[config.mk]
export PLATFORM = sky130hd
export DESIGN_NAME = fetch_sequencer
export DESIGN_NICKNAME = d
export VERILOG_FILES = /design/src/rtl/fetch_sequencer_pkg.sv /design/src/rtl/fetch_addr_check.sv /design/src/rtl/fetch_sequencer.sv
export SDC_FILE = /design/constraint.sdc
export NUM_CORES = 1
export LEC_CHECK = 0
export CAP_MARGIN = 5
export CORE_MARGIN = 5
export CORE_UTILIZATION = 45
export CTS_BUF_LIST = sky130_fd_sc_hd__clkbuf_4
export CTS_CLUSTER_DIAMETER = 40
export CTS_CLUSTER_SIZE = 28
export DETAILED_ROUTE_END_ITERATION = 10
export PLACE_DENSITY = 0.77
export SYNTH_ARGS = -nofsm -noshare
export SYNTH_HDL_FRONTEND = slang
export SYNTH_SLANG_ARGS = --single-unit
[constraint.sdc]
create_clock -name clk -period 7.92 [get_ports clk]
set_input_delay 1.98 -clock clk [delete_from_list [all_inputs] [get_ports clk]]
set_output_delay 1.98 -clock clk [all_outputs]
set_load 0.03 [all_outputs]
[src/rtl/fetch_sequencer_pkg.sv]
// Shared types and constants for the instruction-fetch front end.
package fetch_sequencer_pkg;

  // Instruction memory configuration
  localparam int unsigned IMEM_ADDR_W     = 32;
  localparam int unsigned IMEM_DATA_W     = 32;
  localparam logic [31:0] IMEM_WORD_BYTES = 32'd4;

  // Legal fetch window and architectural entry points
  localparam logic [31:0] RESET_PC_DEF   = 32'h0000_3000;
  localparam logic [31:0] EXC_VECTOR_DEF = 32'h0000_4180;
  localparam logic [31:0] IMEM_END_DEF   = 32'h0000_6FFF;

  typedef enum logic [1:0] {
    FETCH = 2'd0,
    FULL  = 2'd1,
    DRAIN = 2'd2
  } fetch_state_e;

endpackage

[src/rtl/fetch_addr_check.sv]
// Flags fetch addresses that are misaligned or outside the instruction window.
module fetch_addr_check
  import fetch_sequencer_pkg::*;
#(
  parameter logic [31:0] LOW_ADDR  = RESET_PC_DEF,
  parameter logic [31:0] HIGH_ADDR = IMEM_END_DEF
) (
  input  logic [IMEM_ADDR_W-1:0] i_addr,
  output logic                   o_ok
);

  // Word aligned and inside [LOW_ADDR, HIGH_ADDR] inclusive
  always_comb o_ok = (i_addr[1:0] == 2'b00) && (i_addr >= LOW_ADDR) && (i_addr <= HIGH_ADDR);

endmodule

[src/rtl/fetch_sequencer.sv]
// Fetch PC owner: one-deep instruction buffer, delay-slot redirects and CP0 flushes.
module fetch_sequencer
  import fetch_sequencer_pkg::*;
#(
  parameter logic [31:0] RESET_PC   = RESET_PC_DEF,
  parameter logic [31:0] EXC_VECTOR = EXC_VECTOR_DEF,
  parameter logic [31:0] IMEM_END   = IMEM_END_DEF
) (
  input  logic                   clk,
  input  logic                   reset,
  input  logic                   stall,
  input  logic                   npcValid,
  input  logic [IMEM_ADDR_W-1:0] npcTarget,
  input  logic                   excReq,
  input  logic                   eretReq,
  input  logic [IMEM_ADDR_W-1:0] epc,
  output logic                   imemReq,
  output logic [IMEM_ADDR_W-1:0] imemAddr,
  input  logic                   imemAck,
  input  logic [IMEM_DATA_W-1:0] imemRdata,
  output logic                   instrValid,
  output logic [IMEM_DATA_W-1:0] instrOut,
  output logic [IMEM_ADDR_W-1:0] pcOut,
  output logic                   fetchErr
);

  fetch_state_e           r_state, w_nextState;
  logic [IMEM_ADDR_W-1:0] r_reqAddr, w_nextReqAddr;
  logic [IMEM_ADDR_W-1:0] r_drainAddr, w_nextDrainAddr;
  logic [IMEM_DATA_W-1:0] r_instr, w_nextInstr;
  logic [IMEM_ADDR_W-1:0] r_pc, w_nextPc;
  logic                   r_err, w_nextErr;
  logic                   r_pendValid, w_nextPendValid;
  logic [IMEM_ADDR_W-1:0] r_pendTarget, w_nextPendTarget;

  logic                   w_flush;
  logic [IMEM_ADDR_W-1:0] w_flushTarget;
  logic                   w_npcSampled;
  logic                   w_redirValid;
  logic [IMEM_ADDR_W-1:0] w_redirTarget;
  logic [IMEM_ADDR_W-1:0] w_issueAddr;
  logic                   w_addrOk;
  logic                   w_req;

  // Flush source priority, redirect sampling and the address a request would carry
  always_comb begin
    w_flush       = excReq | eretReq;
    w_flushTarget = excReq ? EXC_VECTOR : epc;
    w_npcSampled  = npcValid & ~stall;
    w_redirValid  = w_npcSampled | r_pendValid;
    w_redirTarget = w_npcSampled ? npcTarget : r_pendTarget;
    unique case (r_state)
      FULL:    w_issueAddr = w_npcSampled ? npcTarget : r_reqAddr;
      DRAIN:   w_issueAddr = r_drainAddr;
      default: w_issueAddr = r_reqAddr;
    endcase
  end

  fetch_addr_check #(
    .LOW_ADDR (RESET_PC),
    .HIGH_ADDR(IMEM_END)
  ) u_addrCheck (
    .i_addr(w_issueAddr),
    .o_ok  (w_addrOk)
  );

  // Next-state, buffer and request logic; an illegal address completes at once as an AdEL entry
  always_comb begin
    w_nextState      = r_state;
    w_nextReqAddr    = r_reqAddr;
    w_nextDrainAddr  = r_drainAddr;
    w_nextInstr      = r_instr;
    w_nextPc         = r_pc;
    w_nextErr        = r_err;
    w_nextPendValid  = r_pendValid;
    w_nextPendTarget = r_pendTarget;
    w_req            = 1'b0;
    unique case (r_state)
      FETCH: begin
        w_req = w_addrOk;
        if (w_flush) begin
          w_nextInstr     = '0;
          w_nextErr       = 1'b0;
          w_nextPendValid = 1'b0;
          w_nextReqAddr   = w_flushTarget;
          if (w_addrOk && !imemAck) begin
            w_nextDrainAddr = r_reqAddr;
            w_nextState     = DRAIN;
          end else begin
            w_nextState = FETCH;
          end
        end else if (!w_addrOk || imemAck) begin
          w_nextInstr     = w_addrOk ? imemRdata : '0;
          w_nextErr       = ~w_addrOk;
          w_nextPc        = r_reqAddr;
          w_nextReqAddr   = w_redirValid ? w_redirTarget : r_reqAddr + IMEM_WORD_BYTES;
          w_nextPendValid = 1'b0;
          w_nextState     = FULL;
        end else if (w_npcSampled) begin
          w_nextPendValid  = 1'b1;
          w_nextPendTarget = npcTarget;
        end
      end
      FULL: begin
        if (w_flush) begin
          w_nextInstr     = '0;
          w_nextErr       = 1'b0;
          w_nextPendValid = 1'b0;
          w_nextReqAddr   = w_flushTarget;
          w_nextState     = FETCH;
        end else if (!stall) begin
          w_req = w_addrOk;
          if (!w_addrOk || imemAck) begin
            w_nextInstr   = w_addrOk ? imemRdata : '0;
            w_nextErr     = ~w_addrOk;
            w_nextPc      = w_issueAddr;
            w_nextReqAddr = w_issueAddr + IMEM_WORD_BYTES;
          end else begin
            w_nextReqAddr = w_issueAddr;
            w_nextState   = FETCH;
          end
        end
      end
      DRAIN: begin
        w_req = 1'b1;
        if (w_flush) begin
          w_nextReqAddr = w_flushTarget;
        end
        if (imemAck) begin
          w_nextState = FETCH;
        end
      end
      default: w_nextState = FETCH;
    endcase
  end

  // State, address, buffer and pending-redirect registers
  always_ff @(posedge clk or posedge reset) begin
    if (reset) begin
      r_state      <= FETCH;
      r_reqAddr    <= RESET_PC;
      r_drainAddr  <= RESET_PC;
      r_instr      <= '0;
      r_pc         <= RESET_PC;
      r_err        <= 1'b0;
      r_pendValid  <= 1'b0;
      r_pendTarget <= '0;
    end else begin
      r_state      <= w_nextState;
      r_reqAddr    <= w_nextReqAddr;
      r_drainAddr  <= w_nextDrainAddr;
      r_instr      <= w_nextInstr;
      r_pc         <= w_nextPc;
      r_err        <= w_nextErr;
      r_pendValid  <= w_nextPendValid;
      r_pendTarget <= w_nextPendTarget;
    end
  end

  // Request is suppressed while reset is held so an in-flight fetch is abandoned
  always_comb begin
    imemReq    = w_req & ~reset;
    imemAddr   = w_issueAddr;
    instrValid = (r_state == FULL);
    instrOut   = r_instr;
    pcOut      = r_pc;
    fetchErr   = r_err;
  end

endmodule

==> After elaboration in Yosys (flattened, before gate mapping) <==
Index checks and enable logic that the tools add are counted.
{ "classes": {"n_lt_le_gt_ge": 2, "div": 0, "eq_ne": 14, "shifts": 0, "reduce_logical": 17, "muxes": 45, "bitwise_logic": 9, "add_sub_neg": 2, "n_mul": 0} }
{ "op_table": {"columns": ["cell", "count"], "rows": [
  ["$mux W32", 20],
  ["$pmux W32 S2", 3],
  ["$pmux W32 S3", 1],
  ["$add A32 B3 Y32 const B", 2],
  ["$ge A32 B14 Y1 const B", 1],
  ["$le A32 B15 Y1 const B", 1],
  ["$mux W2", 7],
  ["$ne A2 B2 Y1 const B", 6],
  ["$mux W1", 10],
  ["$reduce_and A3 Y1", 3],
  ["$reduce_and A4 Y1", 2],
  ["$ne A3 B3 Y1 const B", 2],
  ["$pmux W2 S3", 1],
  ["$reduce_and A6 Y1", 1],
  ["$not A1 Y1", 5],
  ["$logic_not A2 Y1", 2],
  ["$ne A2 B1 Y1 const B", 2],
  ["$ne A4 B4 Y1 const B", 1],
  ["$pmux W1 S2", 2],
  ["$logic_and A1 B1 Y1", 3],
  ["$ne A3 B2 Y1 const B", 1],
  ["$pmux W1 S3", 1],
  ["$reduce_bool A3 Y1", 1],
  ["$and A1 B1 Y1", 2],
  ["7 further kinds", 9]
]} }
{ "totals": {"memories": 0, "reg_bits": 164, "rom_bits": 0, "output_inout_bits": 99, "word_cells": 97, "ram_bits": 0, "latchBits": 0} }

==> Logic depth before layout (Yosys ltp) <==
{ "logic_depth": {"depth_word": 13, "ltp_mapped": 16} }

==> Cells and area by module <==
Synthesis repeated with hierarchy kept, for this count alone.
{ "hier_totals": {"cells_unflattened": 1163, "hier_area_um2": 9965.8} }
{ "modules_own_cells": {"columns": ["mod", "seq_area_each_um2", "cells_per_inst", "n_inst", "area_each_um2"], "rows": [
  ["fetch_sequencer", 4111.4, 1153, 1, 9897.0],
  ["fetch_addr_check", 0.0, 10, 1, 68.8]
]} }

==> Least setup slack after synthesis <==
No wires, ideal clock.
{ "synth_timing": {"path_type": "input -> output", "from": "in npcValid", "to": "out imemReq", "cell_stages": 10, "required_time_ps": 5940, "setup_slack_ps": 1243, "arrival_ps": 4697, "cell_sequence": "nor2b_2 -> o21ai_2 -> buf_4 -> a222oi_1 -> nand4_1 -> nor4_2 -> buf_2 -> and3_1 -> a21oi_1 -> nor3_1"} }
{ "synth_between": {"elab_chain_len": 10, "word_cells_on_any_way": 12, "classes_between": "order compare (2); mux (5); bitwise (2); reduce/logical (3)"} }
{ "synth_rtl": {"columns": ["element", "line_no", "rtl"], "rows": [
  ["start, declared", "fetch_sequencer.sv:12", "input logic npcValid,"],
  ["$and A1 B1 Y1 (*)", "fetch_sequencer.sv:49", "w_npcSampled = npcValid & ~stall;"],
  ["$mux W32 (*)", "fetch_sequencer.sv:53", "FULL: w_issueAddr = w_npcSampled ? npcTarget : r_reqAddr;"],
  ["$pmux W32 S2 (*)", "fetch_sequencer.sv:52", "unique case (r_state)"],
  ["$ge A32 B14 Y1 / $logic_not A2 Y1 (equally long branches)", "fetch_addr_check.sv:13", "always_comb o_ok = (i_addr[1:0] == 2'b00) && (i_addr >= LOW_ADDR) && (i_addr <= HIGH_ADDR);"],
  ["$logic_and A1 B1 Y1", "fetch_addr_check.sv:13", null],
  ["$logic_and A1 B1 Y1 (*)", "fetch_addr_check.sv:13", null],
  ["$mux W1", "fetch_sequencer.sv:111", "end else if (!stall) begin"],
  ["$mux W1", "fetch_sequencer.sv:105", "if (w_flush) begin"],
  ["$pmux W1 S3 (*)", "fetch_sequencer.sv:78", "unique case (r_state)"],
  ["$and A1 B1 Y1 (*)", "fetch_sequencer.sv:162", "imemReq = w_req & ~reset;"],
  ["end, declared", "fetch_sequencer.sv:17", "output logic imemReq,"]
]} }
Mark *: on every way between the ends. The rest lies on a longest branch, timed or not.

==> Worst setup path in the final report <==
{ "layout_timing": {"from": "in stall", "to": "out imemReq"} }
{ "layout_between": {"elab_chain_len": 11, "word_cells_on_any_way": 13, "classes_between": "order compare (2); mux (5); bitwise (3); reduce/logical (3)"} }
{ "layout_rtl": {"columns": ["element", "line_no", "rtl"], "rows": [
  ["start, declared", "fetch_sequencer.sv:11", "input logic stall,"],
  ["$not A1 Y1", "fetch_sequencer.sv:49", null],
  ["$and A1 B1 Y1", "fetch_sequencer.sv:49", null],
  ["$mux W32", "fetch_sequencer.sv:53", null],
  ["$pmux W32 S2", "fetch_sequencer.sv:52", null],
  ["$ge A32 B14 Y1 / $logic_not A2 Y1 (equally long branches)", "fetch_addr_check.sv:13", null],
  ["$logic_and A1 B1 Y1 (2 in a row)", "fetch_addr_check.sv:13", null],
  ["$mux W1", "fetch_sequencer.sv:111", null],
  ["$mux W1", "fetch_sequencer.sv:105", null],
  ["$pmux W1 S3 (*)", "fetch_sequencer.sv:78", null],
  ["$and A1 B1 Y1 (*)", "fetch_sequencer.sv:162", null]
]} }
Marks and branches as above.

==> flow_metrics.env <==
export IMPL_p_seq_frac=0.387
export IMPL_yosysWarnings=0
export IMPL_synthSimpleGateAreaFrac=0.196
export IMPL_swShare=0.444
export IMPL_numCtsBuffers=17
export IMPL_syn_num_nets=1308
export IMPL_cellLeakagePower_nw=5.29
export IMPL_dp_cells=1626
export IMPL_area_growth_pct=25.2
export IMPL_worstMarginPinSlew_ps=1140
export IMPL_grt_max_degree=108
export IMPL_p_total_mw=2.98
export IMPL_grtUsageMet2=0.422
export IMPL_final_nets=1475
export IMPL_use_met3=0.0943
export IMPL_cp_end_kind="primary output"
export IMPL_drtIter0Drc=1625
export IMPL_synthTopCellsByArea="dfrtp_1, nand2_1, mux2_2"
export IMPL_finalWeightedCongestion=0.995
export IMPL_grt_usage=0.292
export IMPL_wl_mm=38.7
export IMPL_yosys_area_top_type="dfrtp_1"
export IMPL_relSlewSlack=0.243
export IMPL_insertion_delay_ps=570
export IMPL_crit_arrival_ps=5220
export IMPL_yosysTopAreaCellShare=0.391
export IMPL_tns_ps=0
export IMPL_combPwrFrac=0.450
export IMPL_critPathLaunch="stall"
export IMPL_rows=54
export IMPL_port_buffers=201
export IMPL_antenna_found_initial=1
export IMPL_p_clk_frac=0.163
export IMPL_dpl_hpwl_mm=28.1
export IMPL_ctsHoldBuffers=0
export IMPL_drive_above_1_share=0.117
export IMPL_drtAntennaViolNets=0
export IMPL_max_cap_violations=0
export IMPL_yosys_top_cells_count="nand2_1, dfrtp_1, o21ai_0"
export IMPL_crit_end="imemReq"
export IMPL_grt_busiest_layer="met2"
export IMPL_clkSinkCount=164
export IMPL_grt_pass1_vias=9810
export IMPL_muxShareOfSynthArea=0.0794
export IMPL_synth_seq_cells=164
export IMPL_vias_per_cell=6.33
export IMPL_slew_violations=0
export IMPL_reg2reg_slack_ps=2410
export IMPL_vias=10500
export IMPL_dieArea_um2=25500
export IMPL_drc=0
export IMPL_yosysMostFrequentCell="nand2_1"
export IMPL_crit_path_max_fanout=16
export IMPL_synth_xor_xnor_area_share=0.0355
export IMPL_max_freq_mhz=139
export IMPL_use_met1=0.418
export IMPL_setup_viol_count_final=0
export IMPL_cts_tree="built"
export IMPL_firstDrtPassIters=9
export IMPL_synth_compound_area_frac=0.215
export IMPL_rsz0062_at_grt="false"
export IMPL_die_w_um=160
export IMPL_period_minus_slack_ps=7200
export IMPL_fin_cells=1659
export IMPL_reg2reg_depth=11
export IMPL_dieHeight_um=160
export IMPL_syn_area_um2=10100
export IMPL_final_hold_violation_count=0
export IMPL_p_per_area_nw_per_um2=236
export IMPL_crit_required_ps=5940
export IMPL_crit_type="input pin to primary output"
export IMPL_ys_seq_area_frac=0.407
export IMPL_intPower_mw=1.65
export IMPL_clock_skew_ps=23.7
export IMPL_switching_power_mw=1.32
export IMPL_wl_per_cell_um=23.4
export IMPL_synth_area_per_cell_um2=8.43
export IMPL_cts_root_buf="clkbuf_4"
export IMPL_synthArstFlopShare=1.00
export IMPL_cts_htree_levels=4
export IMPL_synth_top_family_by_area="compound AO/OA/AOI/OAI gates"
export IMPL_fp_coreArea_um2=22000
export IMPL_clockBufferDepth=2
export IMPL_synth_fa_ha_area_frac=0.00867
export IMPL_status="completed"
export IMPL_postCtsResizedCells=0
export IMPL_period_share=0.909
export IMPL_path_clk_slew_ps=140
export IMPL_globalRouteOverflowTotal=0
export IMPL_synth_edf_count=0
export IMPL_hold_class="flip-flop to flip-flop"
export IMPL_timing_rr_end="r_reqAddr[31]"
export IMPL_ys_types=73
export IMPL_critPathLaunchType="input pin"
export IMPL_ir_drop_mv=0.0972
export IMPL_rr_startpoint="r_state[1]"
export IMPL_initial_core_util=0.460
export IMPL_post_cts_buffers=0
export IMPL_synth_flop_cell="dfrtp_1"
export IMPL_grt_pass1_wl_mm=59.1
export IMPL_io_pins=202
export IMPL_synthCells=1198
[placed cells by master, fill, tap and decap left out, types with 18 or more instances in the layout]
cell and instances:
clkbuf_4 18, o21ai_0 96, a222oi_1 26, nand4_1 25, xnor2_1 29, o21ai_1 19, buf_4 43, dfrtp_1 158
inv_1 40, clkdlybuf4s50_1 199, a21oi_1 72, nor2_1 93, nand3_1 38, mux2_2 64, nand2_1 216
[state kept, by name, summed over array words and instances, names as in the netlist]
register      count
instrOut         32
pcOut            32
r_drainAddr      32
r_pendTarget     32
r_reqAddr        32
r_state           2
fetchErr          1
r_pendValid       1
[worst min path at each step]
stage,from,endpoint,cells past startpoint
4_1_cts,pcOut[26],pcOut[26],2
2_1_floorplan,r_drainAddr[10],r_drainAddr[10],1
3_5_place_dp,pcOut[26],pcOut[26],2
5_1_grt,instrOut[30],instrOut[30],2
6_report,pcOut[13],pcOut[13],2
3_3_place_gp,pcOut[15],pcOut[15],2
[layout make-up]
type	instances	area, um^2
Fill cell	1991	9310
Multi-Input combinational cell	895	5430
Sequential cell	164	4110
Timing Repair Buffer	242	2310
Tap cell	280	350
Inverter	45	174
Clock buffer	18	135
Clock inverter	14	128
Antenna cell	1	2.50
[logic make-up after synthesis]
| kind of cell | Yosys count |
|---|---|
| DFF | 164 |
| xor gates and xnor gates | 41 |
| AOI/OAI and AO/OA | 332 |
| buffers and inverters | 139 |
| adders and majority gates | 7 |
| and+or+nand+nor | 443 |
| muxes | 72 |
[power groups by stage]
stage	clock network (mW)	logic (mW)	registers [mW]
floorplan	0	0.667	1.22
detailed placement	0	1.32	1.16
global route	0.531	1.43	1.17
CTS	0.496	1.32	1.14
finish	0.485	1.34	1.15
global placement	0	1.31	1.15
[worst max-delay path, cell delays in order]
cell and delay (ps):
clkdlybuf4s50_1 580, nor2b_2 220, o21ai_2 250, buf_4 290
a222oi_1 630, nand4_1 200, nor4_2 170, buf_4 220
and3_1 240, a21oi_1 90, nor3_1 140, buf_4 190
[through the flow]
stage | hold WS, ps | cell area, um^2 | worst slack [ps] | util
after floorplan | 459 | 10100 | 1240 | -
after global placement | 463 | 12400 | 889 | 0.564
after detailed placement | 469 | 12400 | 849 | 0.564
after CTS | 500 | 12600 | 842 | 0.576
after global routing | 512 | 12600 | 460 | 0.576
final | 493 | 12600 | 717 | 0.576
[layer usage]
layer / vias up / share of wire
li1: 4652 / -
met1: 4928 / 0.41
met2: 801 / 0.42
met3: 119 / 0.14
met4: 0 / 0.034
met5: - / 0
Power figures use the tool's default switching activity.
